## config.mk

```make
export PLATFORM = sky130hd
export DESIGN_NAME = multiplier_seq_flat
export DESIGN_NICKNAME = d
export VERILOG_FILES = /design/src/rtl/multiplier_seq_if.sv /design/src/rtl/multiplier_seq.sv /design/src/flat_wrapper.sv
export SDC_FILE = /design/constraint.sdc
export NUM_CORES = 1
export LEC_CHECK = 0
export ABC_AREA = 0
export CORE_MARGIN = 2
export CORE_UTILIZATION = 30
export DETAILED_ROUTE_END_ITERATION = 8
export GPL_ROUTABILITY_DRIVEN = 0
export PLACE_DENSITY = 0.55
export SYNTH_ARGS = -nofsm -noshare
export SYNTH_HDL_FRONTEND = slang
export SYNTH_SLANG_ARGS = --single-unit
```

## constraint.sdc

```tcl
create_clock -name clk -period 4 [get_ports clk]
set_clock_uncertainty 0.1 [all_clocks]
set_input_delay 0.8 -clock clk [delete_from_list [all_inputs] [get_ports clk]]
set_output_delay 0.8 -clock clk [all_outputs]
set_load 0.02 [all_outputs]
```

## src/rtl/multiplier_seq_if.sv

```systemverilog
// multiplier_seq_if
//   Request/response bundle for the iterative multiplier.
//   start       : request; taken on an edge where start && ready
//   signed_mode : 0 = unsigned, 1 = two's-complement (sampled at accept)
//   A, B        : multiplicand / multiplier (sampled at accept)
//   ready       : high while the multiplier is idle
//   done        : one-cycle pulse when product is new
//   product     : 2*WIDTH-bit result, held until next completion or reset
interface multiplier_seq_if #(
  parameter int WIDTH = 64
);
  logic                 start;
  logic                 signed_mode;
  logic [WIDTH-1:0]     A;
  logic [WIDTH-1:0]     B;
  logic                 ready;
  logic                 done;
  logic [2*WIDTH-1:0]   product;

  // Requester side drives operands and start, observes status and result
  modport master (
    output start, signed_mode, A, B,
    input  ready, done, product
  );

  // Multiplier side
  modport slave (
    input  start, signed_mode, A, B,
    output ready, done, product
  );
endinterface

```

## src/rtl/multiplier_seq.sv

```systemverilog
// multiplier_seq
//   Iterative shift-and-add multiplier retiring STEP multiplier bits per
//   clock. Signed operation multiplies magnitudes and negates the result at
//   the end, so one unsigned datapath serves both modes.
//   Parameters : WIDTH (even, >= 4), STEP (1, 2 or 4, divides WIDTH)
//   clk        : rising-edge clock
//   rst_n      : synchronous active-low reset
//   bus        : multiplier_seq_if slave modport (start/ready handshake,
//                operands, done pulse, product)
//   Latency from accept edge to done is WIDTH/STEP + 1 cycles.
module multiplier_seq #(
  parameter int WIDTH = 64,
  parameter int STEP  = 1
) (
  input  logic              clk,
  input  logic              rst_n,
  multiplier_seq_if.slave   bus
);

  localparam int N  = WIDTH / STEP;
  localparam int CW = $clog2(N + 1);
  localparam logic [CW-1:0] CNT_LOAD = CW'(N);

  typedef enum logic [1:0] {IDLE, RUN, FIX} state_t;

  state_t               r_state;
  state_t               w_nextState;
  logic [2*WIDTH-1:0]   r_mcand;
  logic [WIDTH-1:0]     r_mplier;
  logic [2*WIDTH-1:0]   r_acc;
  logic [CW-1:0]        r_cnt;
  logic                 r_neg;
  logic                 r_done;
  logic [2*WIDTH-1:0]   r_product;

  logic                 w_accept;
  logic [WIDTH-1:0]     w_magA;
  logic [WIDTH-1:0]     w_magB;
  logic                 w_negA;
  logic                 w_negB;
  logic [2*WIDTH-1:0]   w_partial;

  // Signed inputs are reduced to magnitudes; the most negative value maps to
  // 2^(WIDTH-1), which still fits as an unsigned WIDTH-bit number.
  always_comb begin
    w_negA   = bus.signed_mode & bus.A[WIDTH-1];
    w_negB   = bus.signed_mode & bus.B[WIDTH-1];
    w_magA   = w_negA ? ((~bus.A) + WIDTH'(1)) : bus.A;
    w_magB   = w_negB ? ((~bus.B) + WIDTH'(1)) : bus.B;
    w_accept = (r_state == IDLE) && bus.start;
  end

  // Partial product for the low STEP bits of the multiplier; r_mcand is
  // already aligned to the current shift position.
  always_comb begin
    w_partial = '0;
    for (int j = 0; j < STEP; j++) begin
      if (r_mplier[j]) begin
        w_partial = w_partial + (r_mcand << j);
      end
    end
  end

  // State register
  always_ff @(posedge clk) begin
    if (!rst_n) begin
      r_state <= IDLE;
    end else begin
      r_state <= w_nextState;
    end
  end

  // Next-state logic: RUN lasts exactly N edges, counted down from N to 1
  always_comb begin
    w_nextState = r_state;
    case (r_state)
      IDLE:    if (bus.start) w_nextState = RUN;
      RUN:     if (r_cnt == CW'(1)) w_nextState = FIX;
      FIX:     w_nextState = IDLE;
      default: w_nextState = IDLE;
    endcase
  end

  // Datapath: load on accept, accumulate in RUN, sign-fix and publish in FIX.
  // done is cleared every cycle it is not being raised, giving a 1-cycle pulse.
  always_ff @(posedge clk) begin
    if (!rst_n) begin
      r_mcand   <= '0;
      r_mplier  <= '0;
      r_acc     <= '0;
      r_cnt     <= '0;
      r_neg     <= 1'b0;
      r_done    <= 1'b0;
      r_product <= '0;
    end else begin
      r_done <= 1'b0;
      case (r_state)
        IDLE: begin
          if (w_accept) begin
            r_mcand  <= {{WIDTH{1'b0}}, w_magA};
            r_mplier <= w_magB;
            r_neg    <= w_negA ^ w_negB;
            r_acc    <= '0;
            r_cnt    <= CNT_LOAD;
          end
        end
        RUN: begin
          r_acc    <= r_acc + w_partial;
          r_mcand  <= r_mcand << STEP;
          r_mplier <= r_mplier >> STEP;
          r_cnt    <= r_cnt - CW'(1);
        end
        FIX: begin
          // Negating zero yields zero, so 0 * negative stays 0
          r_product <= r_neg ? ((~r_acc) + (2*WIDTH)'(1)) : r_acc;
          r_done    <= 1'b1;
        end
        default: begin
          r_done <= 1'b0;
        end
      endcase
    end
  end

  assign bus.ready   = (r_state == IDLE);
  assign bus.done    = r_done;
  assign bus.product = r_product;

endmodule

```

## src/flat_wrapper.sv

```systemverilog
// flat-port wrapper written by rule: the top's interface ports become plain ports
module multiplier_seq_flat 
#(
  parameter int WIDTH = 64,
  parameter int STEP  = 1
)
  (clk, rst_n, bus_start, bus_signed_mode, bus_A, bus_B, bus_ready, bus_done, bus_product);
  multiplier_seq_if #(.WIDTH(WIDTH)) bus_i ();
  input  logic clk;
  input  logic rst_n;
  input wire logic [$bits(bus_i.start)-1:0] bus_start;
  input wire logic [$bits(bus_i.signed_mode)-1:0] bus_signed_mode;
  input wire logic [$bits(bus_i.A)-1:0] bus_A;
  input wire logic [$bits(bus_i.B)-1:0] bus_B;
  output wire logic [$bits(bus_i.ready)-1:0] bus_ready;
  output wire logic [$bits(bus_i.done)-1:0] bus_done;
  output wire logic [$bits(bus_i.product)-1:0] bus_product;
  assign bus_i.start = bus_start;
  assign bus_i.signed_mode = bus_signed_mode;
  assign bus_i.A = bus_A;
  assign bus_i.B = bus_B;
  assign bus_ready = bus_i.ready;
  assign bus_done = bus_i.done;
  assign bus_product = bus_i.product;
  multiplier_seq #(.WIDTH(WIDTH), .STEP(STEP)) u_core (.clk(clk), .rst_n(rst_n), .bus(bus_i));
endmodule
```

==> flow_metrics.env <==
export IMPL_status="complete, no violations"
export IMPL_met3WireLength_mm=8.111
export IMPL_grt_pass1_wl_mm=179.8
export IMPL_numPlacedInstances=5951
export IMPL_required_ns=4.41
export IMPL_drt_iter0_markers=2572
export IMPL_clockBufferDepth=3
export IMPL_ff_latch_area_um2=9198
export IMPL_hold_buffers=0
export IMPL_clk_pin_slew_ns=0.06
export IMPL_synth_edf_count=0
export IMPL_synth_top_area_cell="dfxtp_1"
export IMPL_path_max_fanout=3
export IMPL_grt_max_degree=160
export IMPL_worstSetupStartpointType="register"
export IMPL_grtUsageTotal_pct=21.28
export IMPL_io_pins=262
export IMPL_min_delay_path_class="reg -> reg"
export IMPL_min_period_ns=3.987
export IMPL_netlist_area_leader_share_pct=29.49
export IMPL_synth_cell_types=81
export IMPL_antenna_found_initial=6
export IMPL_cp_arrival_ns=4.40
export IMPL_setup_ws_ns=0.01269
export IMPL_setup_viol=0
export IMPL_fill_cells=10600
export IMPL_top_layer_used="met5"
export IMPL_drv_cap=0
export IMPL_areaGrowthSynthToFinish_pct=33.70
export IMPL_rsz0062_at_grt="yes"
export IMPL_wl_met2_mm=50.31
export IMPL_post_drt_wl_per_cell_um=19.45
export IMPL_firstDrtPassIters=6
export IMPL_timing_slew_headroom_pct=26.59
export IMPL_grt_overflow=0
export IMPL_async_flop_share_pct=0
export IMPL_finalCritPeriodShare_pct=99.68
export IMPL_drive_above_1_share_pct=17.63
export IMPL_core_um2=103200
export IMPL_syn_avg_cell_area_um2=7.763
export IMPL_cts_sinks=459
export IMPL_worst_pin_slew_ns=1.101
export IMPL_synth_seq_cells=459
export IMPL_multi_input_area_um2=21550
export IMPL_root_buffer="clkbuf_16"
export IMPL_final_nets=4907
export IMPL_crit_path_end_kind="register"
export IMPL_die_h_um=326.3
export IMPL_die_area_um2=106500
export IMPL_die_x_um=326.3
export IMPL_tns_ns=0
export IMPL_mappedNetlistNets=4279
export IMPL_first_global_vias=30430
export IMPL_htree_levels=2
export IMPL_place_ws_ns=-0.5594
export IMPL_worst_hold_slack_ns=0.3677
export IMPL_viasPerCell=5.302
export IMPL_fmax_mhz=250.8
export IMPL_cts_buffers=56
export IMPL_postSynthCellCount=4014
export IMPL_met1_length_mm=56.59
export IMPL_drt_wl_total_mm=118.0
export IMPL_synthTopCellsByArea="dfxtp_1, o21ai_0, xor2_1, and2_1, nand2_1"
export IMPL_num_vias=32160
export IMPL_drcViolationCount=0
export IMPL_start_util_pct=30.20
export IMPL_rows=118
export IMPL_synth_most_common_cell="dfxtp_1"
export IMPL_p_per_area_nw_per_um2=285.1
export IMPL_clock_latency_ns=0.65
export IMPL_dp_hpwl_mm=91.29
export IMPL_syn_area_um2=31160
export IMPL_instances_no_fill=6066
export IMPL_worstSetupPathType="reg -> reg"
export IMPL_ir_worst_vdd_mv=0.2541
export IMPL_ys_warnings_count=0
export IMPL_leakage_nw=17.62
export IMPL_timing_final_hold_violations=0
export IMPL_synth_cells_most_frequent="dfxtp_1, nand2_1, o21ai_0"
export IMPL_ant_nets=0
export IMPL_synth_flop_cell="dfxtp_1"
export IMPL_port_buffers=261
export IMPL_finalPower_w=0.01188
export IMPL_ys_seq_area_share_pct=29.49
export IMPL_cts_tree="yes"
export IMPL_slew_violations=0
kinds of logic (layout without fill, tap and decap cells):
family	after synthesis	after routing	share of synthesized area [%]
AND/OR/NAND/NOR	1402	1402	23.03
other	0	1	0
flip-flops	459	459	29.49
multiplexers	4	4	0.1285
buffers and inverters	329	1000	3.999
adder cells (fa/ha/maj)	133	133	5.364
XOR/XNOR	363	363	10.20
AO/OA/AOI/OAI	1324	1324	27.79
stage by stage:
step                      instance area [um^2]  util [%]
after global placement                   38880     37.67
after global routing                     41660     40.37
after floorplan                          31180         -
after CTS                                40970     39.70
after detailed placement                 38880     37.67
final                                    41660     40.37
flip-flops by register name, summed over array words and instances, names as in the netlist:
name,cells
u_core.r_neg,1
u_core.r_cnt,7
u_core.bus.done,1
u_core.r_acc,128
u_core.r_state,2
u_core.bus.product,128
u_core.r_mcand,128
u_core.r_mplier,64
critical path, stage by stage (launching register included):
cell and delay (ns):
dfxtp_1 0.30, or4_4 0.57, or4_4 0.45, buf_6 0.14, or3_4 0.36, or4_4 0.56, nand4b_4 0.21, or2_4 0.32
nor3_4 0.23, nand3b_4 0.13, o31ai_4 0.22, xor2_1 0.19, o21ai_1 0.08
power by group:
| part | total [W] | internal, W | switching [W] |
|---|---|---|---|
| Combinational | 0.00178 | 0.000745 | 0.00103 |
| Clock | 0.00524 | 0.00311 | 0.00213 |
| Sequential | 0.00486 | 0.00472 | 0.000141 |
layer usage:
| layer | track usage (%) | up-vias |
|---|---|---|
| li1 | - | 15770 |
| met1 | 30.70 | 15320 |
| met2 | 32.31 | 916 |
| met3 | 3.801 | 150 |
| met4 | 5.844 | 6 |
| met5 | 0 | - |
placed cells by master (no fill, tap or decap), types with 26 or more instances in the layout:
| cell type | netlist | final |
|---|---|---|
| ha_1 | 132 | 123 |
| a22oi_1 | 147 | 147 |
| or3_1 | 48 | 47 |
| nor3_1 | 79 | 73 |
| nor4_1 | 38 | 35 |
| nand2b_1 | 30 | 26 |
| a21o_1 | 50 | 49 |
| a21oi_1 | 270 | 251 |
| nand4_1 | 60 | 60 |
| o21ai_0 | 406 | 380 |
| buf_4 | 2 | 556 |
| a21boi_0 | 35 | 32 |
| o31ai_1 | 55 | 48 |
| xor2_1 | 223 | 221 |
| nand3_1 | 76 | 72 |
| inv_1 | 67 | 67 |
| clkbuf_16 | 0 | 58 |
| nor2b_1 | 42 | 39 |
| o21bai_1 | 48 | 47 |
| o41ai_1 | 38 | 33 |
| nand2_1 | 442 | 435 |
| dfxtp_1 | 459 | 456 |
| and2_1 | 290 | 286 |
| nor2_1 | 190 | 184 |
| or4_1 | 38 | 30 |
| a22o_1 | 68 | 68 |
| clkdlybuf4s50_1 | 0 | 260 |
| o211a_1 | 91 | 91 |
| xnor2_1 | 140 | 138 |
path summary, 6_finish.rpt:
kind / from / end / slack (ns) / cells after the start
setup / recovery: u_core.r_acc[18] / u_core.bus.product[127] / 0.01 / 12
hold / removal: u_core.bus.product[127] / u_core.bus.product[127] / 0.37 / 2
setup reg to reg: u_core.r_acc[18] / u_core.bus.product[127] / 0.01 / 12
hold reg to reg: u_core.bus.product[127] / u_core.bus.product[127] / 0.37 / 2
layout make-up:
cell class	instances	area share, %
multi-input combinational	3226	51.72
timing repair buffer	832	16.95
sequential	459	22.08
antenna	1	0.006006
inverter	67	0.6036
clock buffer	78	3.853
clock inverter	23	0.6457
tap	1380	4.144
what timing repair did:
item | 4_1_cts | 5_1_grt
endpoints found under the setup margin | 67 | 96
endpoints found under the hold margin | 0 | 0
buffers inserted | 4 | 8
gates cloned | 0 | 1
resized for setup | 43 | 130
pin swaps | 19 | 36
(Power assumes the default switching activity.)
